**src/rtl/alu_recombine_seq.sv**
```systemverilog
// alu_recombine_seq: rebuilds a dividend from ALU divide outputs as
// quotient*divisor + remainder using a WIDTH-step shift-add multiplier,
// and reports consistency flags alongside the reconstructed value.

// One shift-add step: conditionally add the shifted multiplicand.
module alu_recombine_step #(
  parameter int RW = 8
) (
  input  logic [RW-1:0] acc,
  input  logic [RW-1:0] mcand,
  input  logic          add_en,
  output logic [RW-1:0] acc_nxt
);
  // The sum never exceeds RW bits, so the carry-out is simply dropped.
  always_comb begin
    acc_nxt = acc;
    if (add_en) acc_nxt = acc + mcand;
  end
endmodule

module alu_recombine_seq #(
  parameter int WIDTH = 4
) (
  input  logic               clk,
  input  logic               rst,
  input  logic               start,
  input  logic [WIDTH-1:0]   quotient,
  input  logic [WIDTH-1:0]   divisor,
  input  logic [WIDTH-1:0]   remainder,
  output logic               busy,
  output logic               done,
  output logic [2*WIDTH-1:0] result,
  output logic               fits,
  output logic               rem_ok,
  output logic               div_zero
);
  localparam int RW = 2 * WIDTH;
  localparam int CW = $clog2(WIDTH + 1);
  localparam logic [CW-1:0] LAST = CW'(WIDTH - 1);

  typedef enum logic [1:0] {S_IDLE, S_RUN, S_DONE} state_t;

  state_t            state;
  logic [RW-1:0]     acc;
  logic [RW-1:0]     mcand;
  logic [WIDTH-1:0]  mplier;
  logic [CW-1:0]     cnt;
  logic              dz_q;
  logic              rok_q;
  logic [RW-1:0]     acc_nxt;
  logic              fits_nxt;

  alu_recombine_step #(.RW(RW)) u_step (
    .acc     (acc),
    .mcand   (mcand),
    .add_en  (mplier[0]),
    .acc_nxt (acc_nxt)
  );

  // Value fits a WIDTH-bit dividend when the upper half is empty.
  always_comb begin
    fits_nxt = (acc_nxt[RW-1:WIDTH] == '0);
  end

  // Control FSM and datapath; outputs are registered and only move at
  // the RUN->DONE edge (or on reset), so they hold between operations.
  always_ff @(posedge clk or posedge rst) begin
    if (rst) begin
      state    <= S_IDLE;
      acc      <= '0;
      mcand    <= '0;
      mplier   <= '0;
      cnt      <= '0;
      dz_q     <= 1'b0;
      rok_q    <= 1'b0;
      busy     <= 1'b0;
      done     <= 1'b0;
      result   <= '0;
      fits     <= 1'b0;
      rem_ok   <= 1'b0;
      div_zero <= 1'b0;
    end else begin
      case (state)
        S_IDLE: begin
          done <= 1'b0;
          if (start) begin
            acc    <= {{WIDTH{1'b0}}, remainder};
            mcand  <= {{WIDTH{1'b0}}, divisor};
            mplier <= quotient;
            cnt    <= '0;
            dz_q   <= (divisor == '0);
            rok_q  <= (remainder < divisor);
            busy   <= 1'b1;
            state  <= S_RUN;
          end
        end
        S_RUN: begin
          acc    <= acc_nxt;
          mcand  <= mcand << 1;
          mplier <= mplier >> 1;
          cnt    <= cnt + 1'b1;
          if (cnt == LAST) begin
            result   <= acc_nxt;
            fits     <= fits_nxt;
            rem_ok   <= rok_q;
            div_zero <= dz_q;
            busy     <= 1'b0;
            done     <= 1'b1;
            state    <= S_DONE;
          end
        end
        S_DONE: begin
          done  <= 1'b0;
          state <= S_IDLE;
        end
        default: begin
          busy  <= 1'b0;
          done  <= 1'b0;
          state <= S_IDLE;
        end
      endcase
    end
  end
endmodule

```
**config.mk**
```make
export PLATFORM = sky130hd
export DESIGN_NAME = alu_recombine_seq
export DESIGN_NICKNAME = d
export VERILOG_FILES = /design/src/rtl/alu_recombine_seq.sv
export SDC_FILE = /design/constraint.sdc
export NUM_CORES = 1
export LEC_CHECK = 0
export BUFFER_PORTS_ARGS = -buffer_cell sky130_fd_sc_hd__clkbuf_2
export CORE_UTILIZATION = 54
export CTS_BUF_LIST = sky130_fd_sc_hd__clkbuf_8
export DETAILED_ROUTE_END_ITERATION = 8
export GPL_TIMING_DRIVEN = 0
export PLACE_DENSITY = 0.78
export SLEW_MARGIN = 15
export SYNTH_ARGS = -nofsm -noshare
export SYNTH_HDL_FRONTEND = slang
export SYNTH_HIERARCHICAL = 1
export SYNTH_SLANG_ARGS = --single-unit
```
**constraint.sdc**
```tcl
create_clock -name clk -period 2.5 [get_ports clk]
set_clock_uncertainty 0.2 [all_clocks]
set_input_delay 0.5 -clock clk [delete_from_list [all_inputs] [get_ports clk]]
set_output_delay 0.5 -clock clk [all_outputs]
set_load 0.005 [all_outputs]
```
==> results.py <==
metrics = {
    "detailed_routing": {
        "drtIter0Drc": 76,
        "routed-wl-met3_um": 249,
        "ant_nets": 0,
        "drc_errors": 0,
        "routed_wl_um": 4870,
        "met2_length_um": 2380,
        "routed.top_layer": "met4",
        "wl_met1_um": 2210,
        "firstDrtPassIters": 4,
        "post_drt_wl_per_cell_um": 15.2,
        "post_drt_via_cell_ratio": 5.55,
        "vias": 1775,
    },
    "clock_network": {
        "cts_root_buf": "clkbuf_8",
        "clock_path_buffers": 2,
        "htree_levels": 2,
        "clkTransAtPathRegs_ps": 80,
        "tritoncts": "built",
        "clkLatencyLatePin_ps": 290,
        "cts_buffers": 5,
        "clkSinkCount": 40,
    },
    "finish": {
        "fin_cells": 320,
        "n_antenna_cell": 0,
        "drive_gt1_frac": 0.327,
        "syn_to_final_growth_pct": 23.2,
        "final_util": 0.715,
        "layout.nets": 299,
    },
    "placed_design": {
        "routabilityCongestion": 0.776,
        "post-place-ws_ps": -213,
        "dpl.hpwl_um": 3380,
        "io_buffers": 27,
        "dp_cells": 298,
    },
    "logic_synthesis": {
        "ys_ff_latch": 40,
        "ys_seq_area_frac": 0.457,
        "netlist_instances": 222,
        "synth_edf_count": 0,
        "async_reset_ff_frac": 1.00,
        "syn_area_um2": 2190,
        "yosys_warnings": 6,
        "synth_cell_type_count": 45,
        "synth_fp_nets": 250,
        "synth-main-ff-cell": "dfrtp_1",
        "syn_avg_cell_area_um2": 9.86,
    },
    "global_routing": {
        "antenna_found_initial": 0,
        "grt_pass1_wl_um": 7980,
        "grt_usage": 0.252,
        "overflow": 0,
        "grt_max_degree": 24,
        "grt_pass1_vias": 1646,
    },
    "worst_hold_path": {
        "whs_path_depth": 3,
        "min_to": "mplier[1]",
        "min_from": "quotient[1]",
        "worstHoldPathType": "in -> reg",
    },
    "power_and_ir_drop": {
        "p_clk_frac": 0.146,
        "vdd_drop_max_uv": 853,
        "power_frac_comb": 0.530,
        "intPower_w": 0.00212,
        "p_sw_w": 0.00141,
        "power_density_nw_per_um2": 1310,
        "p_leak_nw": 1.35,
        "pwr-share-seq": 0.324,
        "switching_share": 0.400,
    },
    "critical_path": {
        "critPathLaunchType": "register",
        "worst_r2r_endpoint": "fits",
        "r2r_setup_slack_ps": -10,
        "cp_slowest_stage_delay_ps": 480,
        "required_ps": 2530,
        "path_cells": "ha_4, inv_2, fa_2, nor2b_2, o31a_1, o21ai_2, nand4b_1, o311ai_4, or4_1, o21ai_1",
        "cp-startpoint": "acc[0]",
        "rr_startpoint": "acc[0]",
        "crit_buf_inv": 1,
        "endpoint_kind": "register",
        "critPathMaxFanout": 3,
        "path_delay_family": "simple AND/OR/NAND/NOR gates",
        "crit_type": "reg -> reg",
        "r2r_cells": 10,
        "cp_data_arrival_time_ps": 2540,
        "slowest_stage": "or4_1",
    },
    "sta": {
        "grt_setup_unrepaired": "true",
        "slew_violations": 0,
        "fmax_ghz": 0.398,
        "post-route-min-period_ps": 2510,
        "worstMarginPinSlew_ps": 632,
        "period_share": 1.00,
        "finalSetupTns_ps": -12.4,
        "timing.slew.headroom": 0.577,
        "setup_slack_ps": -12.4,
        "finalHoldViolCount": 0,
        "setup_viol": 1,
    },
    "floorplan": {
        "num_rows": 22,
        "dieHeight_um": 65.7,
        "core_um2": 3770,
        "initial_utilization": 0.580,
        "die_w_um": 65.7,
        "dieArea_um2": 4310,
        "ioPinCount": 28,
    },
    "outcome": {
        "status": "finished, violations left",
        "violations": "setup timing",
    },
    "run": {
        "cap_violations": 0,
    },
}
## kinds of logic after synthesis
| logic type | Yosys count | share of synthesized area |
|---|---|---|
| buf+inv | 22 | 0.0526 |
| flops | 40 | 0.457 |
| xor+xnor | 3 | 0.0120 |
| mux | 14 | 0.0732 |
| fa+ha+maj | 13 | 0.0778 |
| simple gates | 92 | 0.197 |
| compound gates | 38 | 0.130 |
## power groups by stage
stage	Clock, W	Combinational, W	Sequential, W
final	0.000517	0.00187	0.00114
after global routing	0.000554	0.00209	0.00117
after CTS	0.000527	0.00178	0.00113
after detailed placement	0	0.00161	0.00114
after global placement	0	0.00156	0.00113
after floorplan	0	0.00121	0.00110
## synthesized netlist by cell type (2+ instances only)
cell type / number / area share
a211oi_1: 2 / 0.0069
a21o_1: 3 / 0.010
a21oi_1: 4 / 0.0091
a22o_1: 2 / 0.0080
buf_2: 5 / 0.011
buf_6: 3 / 0.015
dfrtp_1: 40 / 0.46
ha_1: 12 / 0.069
inv_1: 11 / 0.019
mux2_2: 12 / 0.062
nand2_1: 43 / 0.074
nand2b_1: 2 / 0.0057
nand3_1: 28 / 0.064
nor2_1: 7 / 0.012
nor2b_1: 2 / 0.0057
nor3_1: 2 / 0.0046
o211ai_1: 2 / 0.0069
o211ai_2: 3 / 0.017
o21ai_0: 8 / 0.018
o21ai_1: 2 / 0.0046
o21bai_1: 2 / 0.0069
o22ai_1: 2 / 0.0057
or4_1: 2 / 0.0069
xnor2_1: 2 / 0.0080
## worst max-delay path by stage
stage,end,slack (ps),cells after the start
2_1_floorplan,fits,60,8
3_3_place_gp,fits,-170,10
3_5_place_dp,fits,-210,10
4_1_cts,fits,-30,8
5_1_grt,fits,-130,10
6_report,fits,-10,10
## layout by cell type (no fill, tap or decap), types with 3 or more instances in the layout
cell type and instances:
inv_1 9, nand3_1 28, a21oi_1 3, nor2_1 7, nand2_1 43, o211ai_2 3
mux2_2 12, buf_6 4, dfrtp_1 40, buf_4 13, clkbuf_8 5, clkbuf_2 27
a21o_1 3, ha_1 9, buf_2 5, o21ai_0 7
## stage by stage
step	hold slack (ps)	total power, W	instance area, um2
final	223	0.00353	2700
after global routing	229	0.00382	2700
after CTS	217	0.00344	2640
after detailed placement	261	0.00275	2410
after global placement	258	0.00269	2380
after floorplan	246	0.00232	2190
## worst register-to-register path: stages, from the launching register on
cell	delay, ps
dfrtp_1	400
ha_4	170
inv_2	40
fa_2	360
nor2b_2	140
o31a_1	170
o21ai_2	90
nand4b_1	160
o311ai_4	130
or4_1	480
o21ai_1	120
## layout make-up
| type | instances | area [um2] |
|---|---|---|
| Buffer | 10 | 70.1 |
| Sequential cell | 40 | 1000 |
| Multi-Input combinational cell | 160 | 1130 |
| Clock inverter | 3 | 42.5 |
| Timing Repair Buffer | 42 | 274 |
| Clock buffer | 5 | 68.8 |
| Tap cell | 48 | 60.1 |
| Inverter | 12 | 45.0 |
| Fill cell | 257 | 1080 |
## sequential cells by signal, indices dropped and copies added (netlist names), 2 cells and up
register,flops
cnt,3
mplier,4
mcand,8
acc,8
result,8
state,2
## per-layer routing
| metal | track usage | vias up |
|---|---|---|
| li1 | - | 879 |
| met1 | 0.350 | 853 |
| met2 | 0.401 | 39 |
| met3 | 0.0521 | 4 |
| met4 | 0.0652 | 0 |
| met5 | 0 | - |
## repair_timing
| action | CTS | global route |
|---|---|---|
| setup endpoints to repair | 2 | 2 |
| hold buffers | 1 | 0 |
| gates resized for setup | 9 | 5 |
| buffers inserted | 8 | 5 |
| gates cloned | 0 | 0 |
| pin swaps | 8 | 6 |
| endpoints found under the hold margin | 17 | 0 |
(Power assumes the default switching activity.)
